===== config.mk =====
export PLATFORM = sky130hd
export DESIGN_NAME = reg_file_mp
export DESIGN_NICKNAME = d
export VERILOG_FILES = /design/src/rtl/reg_file_mp_pkg.sv /design/src/rtl/rf_read_port.sv /design/src/rtl/reg_file_mp.sv
export SDC_FILE = /design/constraint.sdc
export NUM_CORES = 2
export LEC_CHECK = 0
export ABC_CLOCK_PERIOD_IN_PS = 4750
export CORE_ASPECT_RATIO = 0.75
export CORE_UTILIZATION = 28
export CTS_CLUSTER_DIAMETER = 120
export DETAILED_ROUTE_END_ITERATION = 7
export GPL_ROUTABILITY_DRIVEN = 1
export GPL_TIMING_DRIVEN = 0
export SLEW_MARGIN = 0
export SYNTH_ARGS = -nofsm -noshare
export SYNTH_HDL_FRONTEND = slang
export SYNTH_SLANG_ARGS = --single-unit

===== constraint.sdc =====
create_clock -name clk -period 4.75 [get_ports clk]
set_input_delay 0.475 -clock clk [delete_from_list [all_inputs] [get_ports clk]]
set_output_delay 0.475 -clock clk [all_outputs]
set_load 0.05 [all_outputs]

===== src/rtl/reg_file_mp_pkg.sv =====
// Shared definitions for the multicycle RISC-V register file: default sizes,
// clear-FSM state encoding and the control-unit phase codes that drive rd_en/wr_en.
package reg_file_mp_pkg;

    localparam int RV_XLEN = 64;
    localparam int RV_NREG = 32;

    typedef enum logic {
        RF_CLEAR,
        RF_READY
    } rf_state_e;

    // The control unit raises rd_en in PH_READ and wr_en in PH_WB.
    typedef enum logic [1:0] {
        PH_FETCH,
        PH_DECODE,
        PH_READ,
        PH_WB
    } rv_phase_e;

endpackage


===== src/rtl/rf_read_port.sv =====
// One registered read port: hardwired-zero check, write-to-read bypass and
// an output register that holds its value whenever capture is low.
module rf_read_port
    import reg_file_mp_pkg::*;
#(
    parameter int XLEN     = RV_XLEN,
    parameter int AW       = 5,
    parameter int ZERO_REG = 1
) (
    input  logic            clk,
    input  logic            rst,
    input  logic            capture,
    input  logic [AW-1:0]   raddr,
    input  logic            wr_en,
    input  logic [AW-1:0]   waddr,
    input  logic [XLEN-1:0] wdata,
    input  logic [XLEN-1:0] reg_val,
    output logic [XLEN-1:0] rdata
);

    logic is_zero;
    logic is_bypass;

    assign is_zero   = (ZERO_REG != 0) && (raddr == '0);
    assign is_bypass = wr_en && (raddr == waddr);

    // Zero check wins over bypass so a discarded write to x0 never leaks out.
    always_ff @(posedge clk) begin
        if (rst) begin
            rdata <= '0;
        end else if (capture) begin
            if (is_zero) begin
                rdata <= '0;
            end else if (is_bypass) begin
                rdata <= wdata;
            end else begin
                rdata <= reg_val;
            end
        end
    end

endmodule


===== src/rtl/reg_file_mp.sv =====
// Multi-read-port register file with a post-reset clear sweep; ready rises
// once every register has been zeroed, after which reads and writes are honoured.
module reg_file_mp
    import reg_file_mp_pkg::*;
#(
    parameter int XLEN     = RV_XLEN,
    parameter int NREG     = RV_NREG,
    parameter int NRD      = 2,
    parameter int ZERO_REG = 1,
    localparam int AW      = $clog2(NREG)
) (
    input  logic                clk,
    input  logic                rst,
    input  logic                rd_en,
    input  logic [NRD*AW-1:0]   raddr,
    output logic [NRD*XLEN-1:0] rdata,
    input  logic                wr_en,
    input  logic                mem_to_reg,
    input  logic [AW-1:0]       waddr,
    input  logic [XLEN-1:0]     in_alu,
    input  logic [XLEN-1:0]     in_mem,
    output logic                ready,
    output logic [XLEN-1:0]     wb_data
);

    // ptr carries one extra bit so the compare against NREG-1 never sees a wrap.
    localparam logic [AW:0] PTR_LAST = (AW+1)'(NREG - 1);

    rf_state_e       state;
    logic [AW:0]     ptr;
    logic [XLEN-1:0] regs [NREG];
    logic [XLEN-1:0] wdata;
    logic            active;
    logic            wr_zero;
    logic            wr_commit;

    assign active    = (state == RF_READY);
    assign wdata     = mem_to_reg ? in_mem : in_alu;
    assign wr_zero   = (ZERO_REG != 0) && (waddr == '0);
    assign wr_commit = active && wr_en && !wr_zero;

    always_ff @(posedge clk) begin
        if (rst) begin
            state   <= RF_CLEAR;
            ptr     <= '0;
            ready   <= 1'b0;
            wb_data <= '0;
        end else begin
            case (state)
                RF_CLEAR: begin
                    ptr <= ptr + 1'b1;
                    if (ptr == PTR_LAST) begin
                        state <= RF_READY;
                        ready <= 1'b1;
                    end
                end
                RF_READY: begin
                    if (wr_commit) begin
                        wb_data <= wdata;
                    end
                end
                default: begin
                    state <= RF_CLEAR;
                    ptr   <= '0;
                    ready <= 1'b0;
                end
            endcase
        end
    end

    // Storage has no reset of its own; the sweep zeroes it one entry per cycle.
    always_ff @(posedge clk) begin
        if (!rst) begin
            if (state == RF_CLEAR) begin
                regs[ptr[AW-1:0]] <= '0;
            end else if (wr_commit) begin
                regs[waddr] <= wdata;
            end
        end
    end

    for (genvar k = 0; k < NRD; k++) begin : g_rd
        logic [AW-1:0] ra;
        assign ra = raddr[k*AW +: AW];

        rf_read_port #(
            .XLEN    (XLEN),
            .AW      (AW),
            .ZERO_REG(ZERO_REG)
        ) u_port (
            .clk    (clk),
            .rst    (rst),
            .capture(active && rd_en),
            .raddr  (ra),
            .wr_en  (wr_en),
            .waddr  (waddr),
            .wdata  (wdata),
            .reg_val(regs[ra]),
            .rdata  (rdata[k*XLEN +: XLEN])
        );
    end

endmodule


==> metrics.log <==
[metrics] run status: finished, violations left
[metrics] failing checks: max-capacitance violations, max-slew violations
[metrics] register bit count reported by yosys: 2248
[metrics] global route overflow: 0
[metrics] # clock sinks: 2248
[metrics] Post-Place Worst Slack: -403.3 ps
[metrics] number of iterations in the first detailed-routing pass: 6
[metrics] total I/O pin count: roughly 340
[metrics] clock root buffer master: sky130_fd_sc_hd__clkbuf_16
[metrics] final number of max-transition violations: 33
[metrics] post-synthesis cell count: 5381
[metrics] Synthesis Warnings: 0
[metrics] vias in the first global route: 62097
[metrics] Post-Syn Area per Cell: 18.98 µm²
[metrics] number of post-CTS setup repair buffers: 0
[metrics] number of cells upsized or downsized after cts: 0
[metrics] Final Critical Period: 4453 ps
[metrics] final worst-path setup slack: 297.4 ps
[metrics] RSZ-0062 raised after global routing: no
[metrics] vias per std cell: 5.718
[metrics] non-filler instance count after layout: 11122
[metrics] path category of the worst min-delay check: primary input to flip-flop
[metrics] leakage: 36.72 nW
[metrics] synth unique cells: 49
[metrics] kind of capture point of the worst setup path: flip-flop
[metrics] clock buffers created by TritonCTS: 220
[metrics] total routed wirelength: 372200 µm
[metrics] half-perimeter wire length of the detailed placement result: 276900 µm
[metrics] starting utilization of the core area: 28.21%
[metrics] Final TNS setup: 0 ps
[metrics] wire length of the first global-routing pass: 507100 µm
[metrics] Rows: roughly 190
[metrics] count of input and output buffers: 327
[metrics] async set-or-reset flop fraction in the synthesized netlist: 0%
[metrics] ratio of final minimum period to clock period: 93.74%
[metrics] transition time at the pin with the least slew margin: around 1500 ps
[metrics] H-tree depth reported by CTS: 4
[metrics] final weighted congestion in routability-driven placement: 0.8770
[metrics] worst-case clock skew: 64.76 ps
[metrics] pin count of the biggest net entering global routing: 33
[metrics] Die Height: 525.1 µm
[metrics] number of nets with antenna violations after detailed routing: 0
[metrics] Placeable Area: 362100 µm²
[metrics] clk_lat worst skew: 940 ps
[metrics] Slew Limit Headroom: -1.240%
[metrics] kind of critical path: primary input to flip-flop
[metrics] die area: 367200 µm²
[metrics] required time at the endpoint of the critical path: roughly 5500 ps
[metrics] post-detailed-route DRC marker count: 0
[metrics] filler instances: 33886
[metrics] number of synthesized flops with an enable pin: 2048
[metrics] sequential fraction of the synthesis area: 64.13%
[metrics] Net count, final: 6251
[metrics] post-synthesis instance area: around 100000 µm²
[metrics] Longest Clk Path Bufs: 4
[metrics] commonest register cell after synthesis: sky130_fd_sc_hd__edfxtp_1
[metrics] Area growth, synth to finish: 19.58%
[metrics] area share of the leading cell type in the synthesized netlist: ~60%
[metrics] startpoint class of the critical path: primary input
[metrics] Reg clk slew, reported paths: about 70 ps
[metrics] antenna violations before repair: 33
[metrics] highest net fanout along the worst path: 10
[metrics] commonest non-fill, non-tap cell in the layout: sky130_fd_sc_hd__edfxtp_1
[metrics] total global routing track utilization: 19.64%
[metrics] cell type contributing the most total cell area after synthesis: sky130_fd_sc_hd__edfxtp_1
[metrics] top post-synthesis cells by area: sky130_fd_sc_hd__edfxtp_1 (60%), sky130_fd_sc_hd__mux4_2 (21%), sky130_fd_sc_hd__mux2i_1 (5.7%)
[metrics] DR vias: approximately 64000
[metrics] Final Hold Slack: 154.4 ps
[metrics] initial drt markers: 10274
[metrics] power density over cell area: 345.5 nW/µm²
[metrics] layout cell share with drive strength beyond 1: 27.46%
[metrics] Die Span X: 699.4 µm
[metrics] data arrival time of the critical path: 5200 ps
[metrics] DR WL/cell: 33.47 µm
[metrics] maximum frequency from static timing analysis: 0.2246 GHz
[metrics] commonest cells after routing, fill and taps aside: sky130_fd_sc_hd__edfxtp_1 (2048), sky130_fd_sc_hd__mux4_2 (961), sky130_fd_sc_hd__mux2i_1 (582), sky130_fd_sc_hd__nand2_1 (327), sky130_fd_sc_hd__clkdlybuf4s50_1 (327)
[metrics] final hold viol count: 0
[metrics] maximum capacitance violations: 3
[metrics] final setup violation count: 0
[metrics] Peak VDD IR: 0.2882 mV
[metrics] clock tree from TritonCTS: yes
[metrics] nets in the synthesized netlist: around 5500
[metrics] hold_buf cts: 0
[metrics] placed cells: between 10000 and 15000
## synthesized netlist by cell type, types with 3 or more instances
library cell and number:
sky130_fd_sc_hd__or3_1 3, sky130_fd_sc_hd__nand3b_1 3, sky130_fd_sc_hd__clkbuf_1 253, sky130_fd_sc_hd__a211oi_1 58, sky130_fd_sc_hd__o221ai_1 126, sky130_fd_sc_hd__mux2i_1 582, sky130_fd_sc_hd__nor3_1 7, sky130_fd_sc_hd__buf_1 39
sky130_fd_sc_hd__buf_2 108, sky130_fd_sc_hd__a21oi_1 64, sky130_fd_sc_hd__nand2_1 328, sky130_fd_sc_hd__xor2_1 3, sky130_fd_sc_hd__a22oi_1 129, sky130_fd_sc_hd__mux4_2 961, sky130_fd_sc_hd__a221oi_1 6, sky130_fd_sc_hd__inv_1 8
sky130_fd_sc_hd__a221o_1 116, sky130_fd_sc_hd__dfxtp_1 200, sky130_fd_sc_hd__o22ai_1 58, sky130_fd_sc_hd__xnor2_1 11, sky130_fd_sc_hd__nand4_1 4, sky130_fd_sc_hd__nor2b_1 4, sky130_fd_sc_hd__and3_1 3, sky130_fd_sc_hd__nor2_1 113
sky130_fd_sc_hd__buf_6 23, sky130_fd_sc_hd__nand3_1 12, sky130_fd_sc_hd__a21o_1 65, sky130_fd_sc_hd__buf_4 15, sky130_fd_sc_hd__o21ai_0 5, sky130_fd_sc_hd__edfxtp_1 2048
## sequential cells by signal, indices dropped and copies added (netlist names)
| register | count |
|---|---|
| active | 1 |
| regs | 2048 |
| g_rd.u_port.rdata | 128 |
| wb_data | 64 |
| ready | 1 |
| ptr | 6 |
## critical path, stage by stage
cell and delay [ps]:
sky130_fd_sc_hd__clkdlybuf4s50_1 650, sky130_fd_sc_hd__and2_1 170, sky130_fd_sc_hd__clkbuf_1 330, sky130_fd_sc_hd__clkbuf_1 1110, sky130_fd_sc_hd__clkbuf_1 850, sky130_fd_sc_hd__a221o_1 410, sky130_fd_sc_hd__a21oi_1 90, sky130_fd_sc_hd__a211oi_1 860
sky130_fd_sc_hd__o221ai_1 220
## final timing paths
kind | from | end | slack (ps) | cells after the start
max | raddr[6] | g_rd[1].u_port.rdata[50] | 300 | 9
min | raddr[3] | g_rd[0].u_port.rdata[61] | 150 | 4
max reg2reg | active | regs[29][41] | 740 | 9
min reg2reg | wb_data[44] | wb_data[44] | 450 | 1
## through the flow
step	instance area [µm²]	utilization, %	power, mW
2_1_floorplan	102100	-	23.71
3_3_place_gp	111500	30.78	25.10
3_5_place_dp	115200	31.82	25.18
4_1_cts	122100	33.72	42.32
5_1_grt	122100	33.72	43.18
6_report	122100	33.74	42.20
## layout make-up
cell class | instances | area (µm²) | area share (%)
Clock buffer | 277 | 5901 | 4.831
Multi-Input combinational cell | 2687 | 35030 | 28.68
Clock inverter | 115 | 983.4 | 0.8051
Tap cell | 4825 | 6037 | 4.943
Buffer | 438 | 2037 | 1.668
Timing Repair Buffer | 499 | 6560 | 5.371
Antenna cell | 25 | 62.56 | 0.05122
Inverter | 8 | 30.03 | 0.02458
Sequential cell | 2248 | 65500 | 53.63
## power by group
group          switching, mW  leakage, nW  total (mW)  internal, mW
combinational           2.09         15.5        3.34          1.25
sequential            0.0532         17.8        21.4          21.4
clock                   7.87         3.38        17.4          9.54
## cell families (layout without fill, tap and decap cells)
logic type | count (synthesis) | count (layout) | share of synthesized area (%)
flops | 2248 | 2248 | 64.13
compound gates | 642 | 642 | 4.943
fa+ha+maj | 1 | 1 | 0.01225
xor+xnor | 14 | 14 | 0.1200
buf+inv | 446 | 1337 | 1.995
other cells | 0 | 25 | 0
simple gates | 484 | 484 | 1.874
mux | 1546 | 1546 | 26.93
## routing by layer
layer,track usage (%),share of wire [%],vias up
li1,-,-,24549
met1,27.94,40,33912
met2,28.49,43,4492
met3,5.351,12,628
met4,7.539,4.5,16
met5,0,0.026,-
No activity file was read; power rests on OpenSTA's default activity.
